==> src/rtl/ixc_assign_arb.sv <==
// ixc_assign_arb: round-robin N:1 arbiter into a one-entry output buffer; burst locking compiled only under IXC_ASSIGN_ARB_LOCK_EN.
module ixc_assign_arb #(
    parameter int W = 14,
    parameter int N = 4
) (
    input  logic           clk,
    input  logic           rst,
    input  logic [N-1:0]   req_valid,
    input  logic [N*W-1:0] req_data,
    input  logic [N-1:0]   req_lock,
    output logic [N-1:0]   req_ready,
    output logic           out_valid,
    output logic [W-1:0]   out_data,
    output logic [2:0]     out_src,
    input  logic           out_ready
);
    typedef enum logic {EMPTY, FULL} state_t;
    state_t state, state_nx;
    logic [2:0] ptr, win;
    logic [N-1:0] elig;
    logic [W-1:0] sel_data;
    logic found, slot_open, accept;
    int idx;
`ifdef IXC_ASSIGN_ARB_LOCK_EN
    logic locked;
    logic [2:0] owner;
    assign elig = locked ? req_valid & (N'(1) << owner) : req_valid;
    always_ff @(posedge clk or posedge rst) begin
        if (rst) begin
            locked <= 1'b0;
            owner  <= '0;
        end else if (accept) begin
            locked <= |(req_lock & req_ready);
            owner  <= win;
        end
    end
`else
    logic unused_lock;
    assign unused_lock = ^req_lock;
    assign elig = req_valid;
`endif
    // descending scan so the lowest offset from ptr is the last (winning) assignment
    always_comb begin
        win = '0;
        found = 1'b0;
        idx = 0;
        for (int i = N - 1; i >= 0; i--) begin
            idx = int'(ptr) + i;
            idx = idx >= N ? idx - N : idx;
            if (((elig >> idx) & N'(1)) != '0) begin
                win = 3'(idx);
                found = 1'b1;
            end
        end
    end
    always_comb begin
        sel_data = '0;
        for (int i = 0; i < N; i++)
            if (3'(i) == win) sel_data = req_data[i*W +: W];
    end
    assign slot_open = !rst && (state == EMPTY || out_ready);
    assign accept    = slot_open && found;
    assign req_ready = accept ? N'(1) << win : '0;
    assign out_valid = state == FULL;
    always_comb state_nx = accept ? FULL : (out_ready ? EMPTY : state);
    always_ff @(posedge clk or posedge rst) begin
        if (rst) state <= EMPTY;
        else     state <= state_nx;
    end
    always_ff @(posedge clk or posedge rst) begin
        if (rst) begin
            out_data <= '0;
            out_src  <= '0;
            ptr      <= '0;
        end else if (accept) begin
            out_data <= sel_data;
            out_src  <= win;
            ptr      <= win == 3'(N - 1) ? 3'd0 : win + 3'd1;
        end
    end
endmodule

==> config.mk <==
export PLATFORM = sky130hd
export DESIGN_NAME = ixc_assign_arb
export DESIGN_NICKNAME = d
export VERILOG_FILES = /design/src/rtl/ixc_assign_arb.sv
export SDC_FILE = /design/constraint.sdc
export NUM_CORES = 1
export LEC_CHECK = 0
export CAP_MARGIN = 30
export CORE_ASPECT_RATIO = 0.7
export CORE_MARGIN = 2
export CORE_UTILIZATION = 36
export CTS_CLUSTER_DIAMETER = 100
export DETAILED_ROUTE_END_ITERATION = 8
export GPL_TIMING_DRIVEN = 0
export PLACE_DENSITY = 0.77
export SYNTH_ARGS = -nofsm -noshare
export SYNTH_HDL_FRONTEND = slang
export SYNTH_SLANG_ARGS = --single-unit
==> constraint.sdc <==
create_clock -name clk -period 3.7 [get_ports clk]
set_clock_uncertainty 0.1 [all_clocks]
set_input_delay 0.74 -clock clk [delete_from_list [all_inputs] [get_ports clk]]
set_output_delay 0.74 -clock clk [all_outputs]
set_load 0.1 [all_outputs]
* Yosys cells after proc, flatten, opt, wreduce, memory -nomap -nowiden
Cells that the tools add are included.
** Cells by class
- $add $sub $neg :: 8
- Order comparisons :: 4
- Eq/ne operators :: 4
- Shifts and indexed selects :: 5
- Multiplexer cells :: 20
- Bitwise gates (word level) :: 1
- Reductions and logical operators :: 6
** Operator list (number)
- $mux W32 :: 4
- $shr A4 B32 Y1 :: 4
- $mux W14 :: 4
- $mux W3 :: 5
- $sub A4 B3 Y5 const B :: 3
- $ge A4 B3 Y1 const B :: 3
- $add A3 B2 Y4 const B :: 2
- $eq A2 B3 Y1 const A :: 2
- $mux W1 :: 6
- $add A3 B1 Y4 const B :: 1
- $mux W4 :: 1
- $shl A1 B3 Y4 const A :: 1
- $sub A3 B3 Y4 const B :: 1
- $add A3 B1 Y3 const B :: 1
- $eq A1 B3 Y1 const A :: 1
- $eq A3 B2 Y1 const B :: 1
- $ge A3 B3 Y1 const B :: 1
- $logic_not A3 Y1 :: 1
- $logic_and A1 B1 Y1 :: 2
- $reduce_bool A2 Y1 :: 1
- $logic_not A1 Y1 :: 1
- $logic_or A1 B1 Y1 :: 1
- $not A1 Y1 :: 1
** Word-level totals
- Bits in registers :: 21
- Input port bits :: 67
- Logic and storage cells :: 52

* Logic depth before layout (Yosys ltp)
- Word-level depth :: 13
- Gate-level depth with buffers :: 20
- Depth with buffers taken out :: 15

* Least setup slack after synthesis
OpenSTA, ideal clock, no wires.
- Kind :: register -> output
- Start :: register ptr[0]
- End :: output port req_ready[3]
- Arrival time :: 4.741 ns
- Required time :: 2.860 ns
- Slack :: -1.881 ns
- Cell stages (with the launch flop) :: 16
- Cells stage by stage :: dfrtp_1 buf_4 buf_6 inv_1 ha_1 buf_2 mux2i_1 o21ai_0 o22ai_1 o221ai_1 nor3b_1 inv_1 ha_1 clkbuf_1 inv_1 nor3_1
** Between the ends
- Word-level cells in the longest chain between the ends :: 10
- Elaborated cells between the ends (all ways) :: 30
- Classes of those cells :: add/sub (7); order compare (4); shift (5); mux (13); reduce/logical (1)
** RTL lines
- start, declared :: RTL line 19 : logic [2:0] ptr, win;
- start signal, assigned :: RTL line 78 : ptr <= win == 3'(N - 1) ? 3'd0 : win + 3'd1;
- $add A3 B2 Y4 :: RTL line 48 : idx = int'(ptr) + i;
- $sub A4 B3 Y5 / $ge A4 B3 Y1 (equally long branches) :: RTL line 49 : idx = idx >= N ? idx - N : idx;
- $mux W32 :: RTL line 49
- $shr A4 B32 Y1 :: RTL line 50 : if (((elig >> idx) & N'(1)) != '0) begin
- $mux W3 (3 in a row) :: RTL line 50
- $mux W3 (*) :: RTL line 50
- net win[1] :: RTL line 19
- $shl A1 B3 Y4 (*) :: RTL line 63 : assign req_ready = accept ? N'(1) << win : '0;
- $mux W4 (*) :: RTL line 63
- end, declared :: RTL line 11 : output logic [N-1:0] req_ready,
The timed path passes the listed nets; every way through them passes the cells marked *.

* Worst setup path after layout
- Start :: register ptr[0]
- End :: output port req_ready[1]
** Between the ends
- Word-level cells in the longest chain between the ends :: 10
- Elaborated cells between the ends (all ways) :: 30
- Classes of those cells :: add/sub (7); order compare (4); shift (5); mux (13); reduce/logical (1)
** RTL lines (RTL line)
- $add A3 B2 Y4 :: 48
- $sub A4 B3 Y5 / $ge A4 B3 Y1 (equally long branches) :: 49
- $mux W32 :: 49
- $shr A4 B32 Y1 :: 50
- $mux W3 / $mux W1 (equally long branches) (4 in a row) :: 50
- $shl A1 B3 Y4 / $logic_and A1 B1 Y1 (equally long branches) :: 63, 62
- $mux W4 (*) :: 63
Mark *: on every way between the ends. The rest lies on a longest branch, timed or not.

==> results.md <==
* Die Wd at 85.5 um
* Commonest non-fill, non-tap cell in the layout: clkdlybuf4s50_1
* Worst setup EP type: primary output
* Violated checks: negative setup slack
* Critical path launch point: ptr[0]$_DFFE_PP0N_
* Post-synth EDFFs at 0
* Arrival @ worst endpoint at 2.96 ns
* Net count reported at finish at 402
* Hold Fails Final Rpt at 0
* Initial antenna violation count at 0
* Post-route clock period utilization at 1.03
* Root Buffer: clkbuf_8
* Critical Path End: req_ready[1]
* Initial Util at 0.380
* Worst r2r dst: out_data[7]$_DFFE_PP0N_
* Largest net degree at the start of global routing at 22
* Number of distinct library cells after synthesis at 39
* Net Count, Synth at 277
* Prevailing post-synth register cell: dfrtp_1
* Crit-path max cell delay at 0.40 ns
* Final GP Congestion at 0.909
* Via count of the routed design at 2089
* Most frequent cells in the layout: clkdlybuf4s50_1, buf_4, nor2_1
* Reg2Reg Depth at 20
* Sequential element share of the synthesized area at 0.314
* Max frequency at 263 MHz
* Rows at 20
* Final setup fails at 4
* Placeable Area at 4400 sq um
* Crit-path cells: buf_6, buf_8, inv_6, ha_4, nor3_1, a211o_1, o2bb2ai_1, o221ai_1, nor3b_4, buf_6, ha_4, buf_8, and2_4, buf_12
* Die span in y at 61.1 um
* Drt first pass iters at 4
* Clk sink count at 21
* Status: finished with violations
* Post-DP HPWL at 4160 um
* H-tree depth at 1
* Area Overhead vs Synth at 90.3%
* Cells after Synth at 200
* Later-pin clock latency in the skew report at 0.27 ns
* Hold WC Path Type: reg2reg
* Max cap viols at 0
* R2R setup slack at 0.07 ns
* Num CTS Buffers at 3
* Clk slew on worst S/H paths at 0.08 ns
* Routed vias/inst at 5.51
* Min Tclk post-route at 3.80 ns
* Fin. max-slew vios at 0
* Min-Delay Path Depth at 1
* Register area at 527 sq um
* Clk buf depth at 2
* CP Max Fanout at 7
* Wire length of the first global-routing pass at 9430 um
* # fillers at 302
* Number of global-route vias before repair at 1935
* Ys async rst share at 1.00
* Initial DRC count at 179
* Rel. slew slack at 0.332
* Finished Layout Cells at 379
* Total number of yosys warnings at 0
* RSZ-0062 raised after global routing: yes
* Yosys reg bits at 21
* Fin worst setup slack at -0.0988 ns
* DRT antenna net count at 0
* Grt total ovfl at 0
* Final wirelength at 6770 um
* Worst Setup Start Kind: register
* Aggregate global-route resource usage at 0.231
* Slew at the pin closest to its max-slew limit at 1.00 ns
* Number of remaining DRC errors at 0
* Worst EP required at 2.86 ns
* Placed Cells at 339
* CP max stage cell: dfrtp_1
* Port bufs at 84
* Ant diodes at 0
* CTS tree: done
* Synth Area per Inst at 8.38 sq um
* DR WL/cell at 17.9 um
* Fraction of layout cells with a size suffix above 1 at 0.281
* CP Class: reg2out
* Synthesized area at 1680 sq um
* Die ar. at 5220 sq um
* IO Pins at 89
* Reg2reg start: ptr[0]$_DFFE_PP0N_
* Multi-input logic area at 1190 sq um
## kinds of logic (layout without fill, tap and decap cells)
| logic type | Yosys count | count (layout) | share of synthesized area |
|---|---|---|---|
| mux | 5 | 5 | 0.0306 |
| compound gates | 81 | 81 | 0.344 |
| flops | 21 | 21 | 0.314 |
| fa+ha+maj | 10 | 10 | 0.0747 |
| xor+xnor | 1 | 1 | 0.00523 |
| buf+inv | 26 | 150 | 0.0814 |
| simple gates | 56 | 56 | 0.150 |
## metrics by stage
stage	setup slack [ns]	area (sq um)	hold WS, ns	utilization	TNS, ns
finish	-0.0988	3190	0.398	0.724	-0.239
global route	-0.245	3190	0.419	0.724	-1.76
CTS	-0.120	3000	0.400	0.681	-0.290
detailed placement	-1.80	2660	0.383	0.604	-15.84
global placement	-1.68	2660	0.372	0.604	-14.53
floorplan	-0.226	1750	0.479	-	-0.371
## cell usage after synthesis (all sizes together), types with 5 or more instances
cell type	number	area (sq um)
a21oi	20	100
o21a	14	105
clkbuf	9	33.8
o21ai	5	25.0
o211ai	14	105
nand2	18	67.6
buf	7	65.1
nor2	22	82.6
a22oi	14	105
ha	10	125
inv	10	37.5
dfrtp	21	526
## layer usage
metal  share of wire  wire length, um  global-route usage  vias to the layer above
li1                -                -                   -                      963
met1            0.46             3080               0.316                     1004
met2            0.44             3000               0.383                      101
met3           0.069              468              0.0416                       21
met4           0.033              221              0.0680                        0
met5               0                0                   0                        -
## flip-flops by register name, summed over array words and instances, names as in the netlist
| name | flops |
|---|---|
| out_data | 14 |
| out_src | 3 |
| ptr | 3 |
| out_valid | 1 |
## final cells by class
type / count / share of cell area
plain buffers: 11 / 0.0318
clock buffers: 4 / 0.0141
inverters: 10 / 0.0149
multi-input cells: 153 / 0.374
flip-flops and latches: 21 / 0.165
well taps: 55 / 0.0216
repair buffers: 125 / 0.379
## worst max-delay path, delay by kind of cell, from the launching register on
kind | cells | cell delay, ns
adder cells (fa/ha/maj) | 2 | 0.37
flip-flops | 1 | 0.40
buffers and inverters | 6 | 0.74
AO/OA/AOI/OAI | 3 | 0.44
AND/OR/NAND/NOR | 3 | 0.74
## timing repair
action,in CTS,in global routing
pin swaps,14,11
setup buffers,26,15
hold buffers,0,0
endpoints found under the hold margin,0,0
gates resized for setup,60,28
endpoints found under the setup margin,18,18
## how the worst min path moves through the flow
stage                                          to  slack, ns                    start
final                     out_data[0]$_DFFE_PP0N_       0.40  out_data[0]$_DFFE_PP0N_
after global routing      out_data[6]$_DFFE_PP0N_       0.42  out_data[6]$_DFFE_PP0N_
after CTS                 out_data[3]$_DFFE_PP0N_       0.40  out_data[3]$_DFFE_PP0N_
after detailed placement  out_data[3]$_DFFE_PP0N_       0.38  out_data[3]$_DFFE_PP0N_
after global placement    out_data[5]$_DFFE_PP0N_       0.37  out_data[5]$_DFFE_PP0N_
after floorplan                ptr[2]$_DFFE_PP0N_       0.48       ptr[2]$_DFFE_PP0N_
Power is left out: the tool's default activity adds up to more than one toggle a clock period on the data nets, which glitch-free logic cannot reach.
